===== src/rtl/defines.svh =====
// Frame buffer geometry shared by the writer and its bench.
`ifndef FB_DEFINES_SVH
`define FB_DEFINES_SVH

`ifndef FB_ADDR_WIDTH
`define FB_ADDR_WIDTH 12
`endif

`ifndef FB_MAX_ADDR
`define FB_MAX_ADDR 128
`endif

`endif


===== src/rtl/fb_pkg.sv =====
// Shared types and constants for the frame buffer pixel writer.
package fb_pkg;

    typedef enum logic [1:0] {
        ST_COLLECT    = 2'd0,
        ST_WRITE_DATA = 2'd1,
        ST_WRITE_CMD  = 2'd2
    } fb_state_e;

    localparam int PIXELS_PER_BURST = 8;
    localparam int BEATS_PER_BURST  = 2;
    localparam int PIXELS_PER_BEAT  = PIXELS_PER_BURST / BEATS_PER_BURST;

    localparam logic [2:0] DDR3_CMD_WRITE = 3'b000;

endpackage


===== src/rtl/fb_pixel_writer_pixel_packer.sv =====
// Packs up to 8 RGB444 pixels into a burst and muxes out one 64-bit beat.
module pixel_packer
    import fb_pkg::*;
(
    input  logic        clk,
    input  logic        rst,
    input  logic        i_clear,
    input  logic        i_push,
    input  logic [11:0] i_rgb,
    input  logic        i_beat_sel,
    output logic [2:0]  o_index,
    output logic [63:0] o_beat
);

    logic [15:0] r_slot [PIXELS_PER_BURST];
    logic [2:0]  r_index;
    logic [2:0]  w_base;

    // Clearing after every command leaves unfilled slots zero for short flushes
    always_ff @(posedge clk) begin
        if (rst || i_clear) begin
            for (int i = 0; i < PIXELS_PER_BURST; i++) begin
                r_slot[i] <= '0;
            end
            r_index <= '0;
        end else if (i_push) begin
            r_slot[r_index] <= {4'h0, i_rgb};
            r_index         <= r_index + 3'd1;
        end
    end

    assign w_base  = i_beat_sel ? 3'(PIXELS_PER_BEAT) : 3'd0;
    assign o_index = r_index;

    always_comb begin
        o_beat = '0;
        for (int k = 0; k < PIXELS_PER_BEAT; k++) begin
            o_beat[16*k +: 16] = r_slot[w_base + 3'(k)];
        end
    end

endmodule


===== src/rtl/fb_pixel_writer.sv =====
// Renderer-to-DDR3 pixel writer: 8-pixel bursts, 2 beats + 1 write command.
// Optional FB_WR_PERF_EN adds a saturating stall_count output.
`include "defines.svh"

module fb_pixel_writer
    import fb_pkg::*;
(
    input  logic                      clk,
    input  logic                      rst,
    input  logic                      pix_valid,
    output logic                      pix_ready,
    input  logic [15:0]               pix_data,
    input  logic                      pix_last,
    input  logic                      ddr3_app_rdy,
    input  logic                      ddr3_app_wdf_rdy,
    output logic                      ddr3_app_en,
    output logic [2:0]                ddr3_app_cmd,
    output logic [`FB_ADDR_WIDTH-1:0] ddr3_app_addr,
    output logic [63:0]               ddr3_app_wdf_data,
    output logic                      ddr3_app_wdf_wren,
    output logic                      ddr3_app_wdf_end,
    output logic                      render_complete
`ifdef FB_WR_PERF_EN
    ,
    output logic [31:0]               stall_count
`endif
);

    localparam int AW = `FB_ADDR_WIDTH;
    localparam logic [AW-1:0] LAST_BASE = AW'(`FB_MAX_ADDR - 8);
    localparam logic [AW-1:0] STRIDE    = AW'(PIXELS_PER_BURST);

    fb_state_e   r_state;
    logic [AW-1:0] r_addr;
    logic        r_beat_sel;
    logic        r_last;
    logic        r_app_en;
    logic        r_wren;
    logic        r_wdf_end;
    logic        r_done;

    logic        w_accept;
    logic        w_flush;
    logic        w_cmd_done;
    logic [2:0]  w_index;
    logic [63:0] w_beat;
    logic        w_unused;

    assign w_accept   = pix_valid && (r_state == ST_COLLECT);
    assign w_flush    = w_accept && (pix_last || (w_index == 3'd7));
    assign w_cmd_done = (r_state == ST_WRITE_CMD) && ddr3_app_rdy;
    assign w_unused   = ^pix_data[15:12];

    pixel_packer u_packer (
        .clk        (clk),
        .rst        (rst),
        .i_clear    (w_cmd_done),
        .i_push     (w_accept),
        .i_rgb      (pix_data[11:0]),
        .i_beat_sel (r_beat_sel),
        .o_index    (w_index),
        .o_beat     (w_beat)
    );

    always_ff @(posedge clk) begin
        if (rst) begin
            r_state    <= ST_COLLECT;
            r_addr     <= '0;
            r_beat_sel <= 1'b0;
            r_last     <= 1'b0;
            r_app_en   <= 1'b0;
            r_wren     <= 1'b0;
            r_wdf_end  <= 1'b0;
            r_done     <= 1'b0;
        end else begin
            r_done <= 1'b0;
            unique case (r_state)
                ST_COLLECT: begin
                    if (w_flush) begin
                        r_state    <= ST_WRITE_DATA;
                        r_wren     <= 1'b1;
                        r_wdf_end  <= 1'b0;
                        r_beat_sel <= 1'b0;
                        r_last     <= pix_last;
                    end
                end
                ST_WRITE_DATA: begin
                    if (ddr3_app_wdf_rdy) begin
                        if (!r_beat_sel) begin
                            r_beat_sel <= 1'b1;
                            r_wdf_end  <= 1'b1;
                        end else begin
                            r_wren    <= 1'b0;
                            r_wdf_end <= 1'b0;
                            r_app_en  <= 1'b1;
                            r_state   <= ST_WRITE_CMD;
                        end
                    end
                end
                ST_WRITE_CMD: begin
                    if (ddr3_app_rdy) begin
                        r_app_en   <= 1'b0;
                        r_beat_sel <= 1'b0;
                        r_state    <= ST_COLLECT;
                        // A frame end restarts the buffer at 0
                        if (r_last) begin
                            r_addr <= '0;
                            r_last <= 1'b0;
                            r_done <= 1'b1;
                        end else if (r_addr == LAST_BASE) begin
                            r_addr <= '0;
                        end else begin
                            r_addr <= r_addr + STRIDE;
                        end
                    end
                end
                default: r_state <= ST_COLLECT;
            endcase
        end
    end

`ifdef FB_WR_PERF_EN
    logic [31:0] r_stall_count;
    logic        w_stall;

    assign w_stall = (r_wren && !ddr3_app_wdf_rdy) ||
                     (r_app_en && !ddr3_app_rdy);

    always_ff @(posedge clk) begin
        if (rst || r_done) begin
            r_stall_count <= '0;
        end else if (w_stall && (r_stall_count != 32'hFFFF_FFFF)) begin
            r_stall_count <= r_stall_count + 32'd1;
        end
    end

    assign stall_count = r_stall_count;
`endif

    assign pix_ready         = (r_state == ST_COLLECT);
    assign ddr3_app_en       = r_app_en;
    assign ddr3_app_cmd      = DDR3_CMD_WRITE;
    assign ddr3_app_addr     = r_addr;
    assign ddr3_app_wdf_data = w_beat;
    assign ddr3_app_wdf_wren = r_wren;
    assign ddr3_app_wdf_end  = r_wdf_end;
    assign render_complete   = r_done;

endmodule

===== config.mk =====
export PLATFORM = sky130hd
export DESIGN_NAME = fb_pixel_writer
export DESIGN_NICKNAME = d
export VERILOG_FILES = /design/src/rtl/fb_pkg.sv /design/src/rtl/fb_pixel_writer_pixel_packer.sv /design/src/rtl/fb_pixel_writer.sv
export VERILOG_INCLUDE_DIRS = /design/src /design/src/rtl
export SDC_FILE = /design/constraint.sdc
export NUM_CORES = 1
export LEC_CHECK = 0
export ABC_AREA = 1
export ABC_CLOCK_PERIOD_IN_PS = 2100
export BUFFER_PORTS_ARGS = -buffer_cell sky130_fd_sc_hd__buf_2
export CORE_AREA = 2 2 107 119
export CTS_CLUSTER_SIZE = 14
export DETAILED_ROUTE_END_ITERATION = 8
export DIE_AREA = 0 0 109 121
export GPL_TIMING_DRIVEN = 0
export PLACE_DENSITY_LB_ADDON = 0.12
export RECOVER_POWER = 50
export SLEW_MARGIN = 20
export SYNTH_ARGS = -nofsm -noshare
export SYNTH_HDL_FRONTEND = slang
export SYNTH_SLANG_ARGS = --single-unit

===== constraint.sdc =====
create_clock -name clk -period 2.1 [get_ports clk]
set_input_delay 0.525 -clock clk [delete_from_list [all_inputs] [get_ports clk]]
set_output_delay 0.525 -clock clk [all_outputs]
set_load 0.02 [all_outputs]

---- Word level (Yosys, flattened, before mapping) ----
Memories as Yosys holds them, arrays and structs flattened.
Cells that the tools add are included.
operators by class
  equal/unequal tests ..................... 8
  reductions and logical operators ........ 19
  shifts and indexed selects .............. 0
  $lt $le $gt $ge ......................... 0
  bitwise operators ....................... 2
  add/sub/neg operators ................... 5
  multipliers ............................. 0
  div/mod/pow operators ................... 0
  multiplexer cells ....................... 33
operators with widths
  kind                                                               number
  12-bit 2-to-1 mux                                                  3
  1-bit 2-to-1 mux                                                   18
  4-bit AND reduction                                                4
  12-bit by 4-bit adder with 12-bit output (second input constant)   1
  12-bit by 7-bit == test with 1-bit output (second input constant)  1
  12-bit OR reduction                                                1
  2-bit 2-to-1 mux                                                   4
  1-bit one-hot mux with 2 select lines                              4
  3-bit by 1-bit adder with 3-bit output (second input constant)     2
  3-bit by 2-bit adder with 3-bit output (second input constant)     2
  3-bit 2-to-1 mux                                                   2
  2-bit != test (second input constant)                              3
  2-bit one-hot mux with 3 select lines                              1
  3-bit AND reduction                                                2
  2-bit nonzero test                                                 3
  3-bit == test (second input constant)                              1
  1-bit logical AND                                                  3
  1-bit one-hot mux with 3 select lines                              1
  3-bit nonzero test                                                 1
  3-bit OR reduction                                                 1
  2-bit by 1-bit == test with 1-bit output (second input constant)   1
  2-bit == test (second input constant)                              1
  2-bit logical NOT                                                  1
  1-bit logical OR                                                   2
  other kinds (3)                                                    4
storage, ports and cells
  flip-flop bits (word level) ............. 23
  memory bits (read-only) ................. 0
  bits in latches ......................... 0
  memories kept ........................... 1
  output and inout bits ................... 84
  memory bits (writable) .................. 96
  bits of input ports ..................... 22
memories
  memory           depth  width  rd ports  clocked after Yosys merged registers in  wr ports  line                                RTL
  u_packer.r_slot  8      12     4         0                                        8         fb_pixel_writer_pixel_packer.sv:15  logic [15:0] r_slot [PIXELS_PER_BURST];

---- Longest topological paths before layout ----
  depth in word-level cells ............... 7
  depth in mapped cells ................... 8
  depth with buffers taken out ............ 8

---- Modules after synthesis ----
A second synthesis with hierarchy kept.
unflattened totals
  cells, all modules ...................... 552
  area, all modules ....................... 5332.6 µm²
modules (own cells, without submodules)
  module           seq. area each (µm²)  instances  area an instance (µm²)  cells each
  pixel_packer     2942.8                1          4433.0                  426
  fb_pixel_writer  340.3                 1          899.6                   126

---- Worst setup path after synthesis ----
Ideal clock, no wire load.
  path type ............................... input to register
  start point ............................. input port rst
  end point ............................... memory u_packer.r_slot[1][0] (netlist bit) (enable)
  setup time .............................. 0.350 ns
  slack ................................... 0.182 ns
  data arrival time ....................... 1.568 ns
  cell stages on the path ................. 6
  required time ........................... 1.750 ns
  path buffers ............................ 1
  cell sequence ........................... inv_1 -> nand2_2 -> nor2_8 -> nand3_2 -> buf_2 -> nand2_1
RTL lines
  what             line                                RTL
  start, declared  fb_pixel_writer.sv:9                input logic rst,
  end, declared    fb_pixel_writer_pixel_packer.sv:15

---- Worst setup path in the final report ----
  start point ............................. register r_beat_sel
  end point ............................... output port ddr3_app_wdf_data[39]
between the ends
  longest elaborated chain between the ends .. 3
ends and longest elaborated chain
  what                                    line                                RTL
  start, declared                         fb_pixel_writer.sv:35               logic r_beat_sel;
  start signal, assigned                  fb_pixel_writer.sv:69               r_beat_sel <= 1'b0;
  start signal, assigned                  fb_pixel_writer.sv:83               r_beat_sel <= 1'b0;
  start signal, assigned                  fb_pixel_writer.sv:90               r_beat_sel <= 1'b1;
  3-bit 2-to-1 mux                        fb_pixel_writer_pixel_packer.sv:32  assign w_base = i_beat_sel ? 3'(PIXELS_PER_BEAT) : 3'd0;
  3-bit by 2-bit adder with 3-bit output  fb_pixel_writer_pixel_packer.sv:38  o_beat[16*k +: 16] = r_slot[w_base + 3'(k)];
  memory read 8 x 12 bit                  n/a
  end, declared                           fb_pixel_writer.sv:19               output logic [63:0] ddr3_app_wdf_data,
No other way between the ends.

==> flow_metrics.tcl <==
set metrics [dict create \
    wl_um 12100 \
    cts-root-buf "clkbuf_16" \
    track_usage 0.193 \
    die_w_um 109 \
    clock_latency_ns 0.41 \
    ys_seq_area_frac 0.624 \
    final_common_cell "nand2_1" \
    reg2reg_depth 7 \
    htree_levels 4 \
    drt_iter0_drc 238 \
    grt_pass1_wl_um 18600 \
    clock-sinks 116 \
    cts_buffers 17 \
    cp_num_buf_inv 3 \
    grt_pass1_vias 3707 \
    vias 4009 \
    core-area_um2 11900 \
    setup_viol 0 \
    hold_viol_final 0 \
    drc_errors 0 \
    synth_cells 575 \
    timing.slew.headroom 0.635 \
    avgSynthCellArea_um2 9.16 \
    arrival_ns 1.46 \
    grt_max_degree 17 \
    clk_pin_slew_ns 0.05 \
    gp_congestion 0.866 \
    routed_via_density 4.66 \
    layout-drive-gt1-share 0.214 \
    holdCritPathClass "input pin to flop" \
    io_buffers 79 \
    max_freq_mhz 504 \
    endpoint_kind "output port" \
    placed_cell_area_um2 5930 \
    top_level_ports 106 \
    utilization 0.553 \
    crit_family "buffers and inverters" \
    skew_ns 0.0102 \
    grt-ovfl-total 0 \
    slowest_stage "dfxtp_4" \
    async_flop_share 0 \
    cts_tree "built" \
    die_h_um 121 \
    ant_nets 0 \
    leakage_nw 3.14 \
    wl_per_cell_um 14.1 \
    fin_area_um2 6600 \
    die_area_um2 13200 \
    first_pass_iters 5 \
    fin_crit_sh 0.946 \
    final.min_clock_period_ns 1.99 \
    path_depth 5 \
    critical_path.max_fanout 10 \
    dpl.hpwl_um 8210 \
    most-common-layout-cells "nand2_1, nor2_1, edfxtp_1, buf_2, inv_1" \
    placementRows 42 \
    critPathLaunchType "flop" \
    worst_slew_pin_slew_ns 0.545 \
    syn_to_final_growth_pct 25.3 \
    synth_top_cell_by_area "edfxtp_1" \
    insertedDiodeCount 0 \
    whs_path_depth 2 \
    cp.required_ns 1.57 \
    drv_slew 0 \
    fin_nets 718 \
    synth_top_area_frac 0.548 \
    cts.path.max_buffers 2 \
    antenna_found_initial 0 \
    synthFlopType "edfxtp_1" \
    ys_ff_latch 116 \
    synth_edf_count 96 \
    synth_warnings 0 \
    synth_cell_types 24 \
    critPathKind "flop to output port" \
    ir_drop_v 0.000596 \
    power.density_nw_per_um2 954 \
    path_cells "inv_4 -> buf_2 -> nand2_1 -> nand2_1 -> buf_2" \
    drv_cap 0 \
    cts_hold_buf 0 \
    synth_area_um2 5270 \
    status "finished, final reports clean" \
    initial_utilization 0.441 \
    yosys-top-cells-area "edfxtp_1, nand2_1, nor2_1, dfxtp_1, buf_4" \
    fin_setup_tns_ns 0 \
    rsz0062_at_grt "no" \
    slowest_delay_ns 0.37 \
]
==> sequential cells by signal (all words and copies together), names as in the netlist <==
| register | flops |
|---|---|
| u_packer.r_slot | 96 |
| ddr3_app_en | 1 |
| r_beat_sel | 1 |
| r_state | 2 |
| ddr3_app_wdf_end | 1 |
| u_packer.o_index | 3 |
| r_last | 1 |
| render_complete | 1 |
| ddr3_app_wdf_wren | 1 |
| ddr3_app_addr | 9 |
==> timing repair <==
item,4_1_cts,5_1_grt
gates resized for setup,17,21
endpoints found under the setup margin,144,140
buffers inserted,0,2
==> metal layers <==
metal  global-route usage  part of all wire
met1                0.241              0.40
met4               0.0497            0.0049
met5                    0                 0
met2                0.322              0.52
met3               0.0623             0.079
==> synth_stat cells (all sizes together), types with 2 or more instances <==
cell type	instances
nand2	213
nor2	113
edfxtp	96
inv	39
buf	31
dfxtp	20
nand3	19
clkbuf	12
a21oi	10
o21ai	6
nand4	5
ha	3
clkinv	2
==> cell type report <==
cell class / instances / area (µm²)
Sequential cell: 116 / 3290
Tap cell: 154 / 193
Inverter: 41 / 160
Clock buffer: 21 / 440
Clock inverter: 11 / 159
Fill cell: 1084 / 5330
Timing Repair Buffer: 81 / 405
Multi-Input combinational cell: 396 / 1690
Buffer: 40 / 268
==> logic make-up after synthesis <==
group / Yosys count / share of synthesized area
xor gates and xnor gates: 1 / 0.00166
buffers and inverters: 84 / 0.0777
and+or+nand+nor: 352 / 0.271
adders and majority gates: 3 / 0.00713
DFF: 116 / 0.624
other: 1 / 0.000712
AOI/OAI and AO/OA: 18 / 0.0178
==> stage by stage <==
step | cells | hold slack, ns | setup WS [ns] | power (mW)
final | 860 | 0.319 | 0.114 | 6.30
after global routing | 860 | 0.303 | 0.0141 | 6.53
after CTS | 860 | 0.299 | -0.0749 | 6.33
after detailed placement | 829 | 0.445 | -0.342 | 3.39
after global placement | 829 | 0.439 | -0.333 | 3.38
after floorplan | 596 | 0.437 | 0.182 | 3.15
==> worst paths after layout <==
path | from | end | slack, ns
worst max-delay path | r_beat_sel | ddr3_app_wdf_data[39] | 0.11
worst min-delay path | rst | r_state[0] | 0.32
worst max register to register | r_state[0] | u_packer.r_slot[4][0] | 0.17
worst min register to register | ddr3_app_wdf_wren | ddr3_app_wdf_wren | 0.45
==> where the power goes <==
part           switching [mW]  total, mW  internal (mW)
Sequential             0.0417       2.64           2.60
Clock                   0.968       2.94           1.97
Combinational           0.509      0.716          0.207
Total                    1.52       6.30           4.78
(Power assumes the default switching activity.)
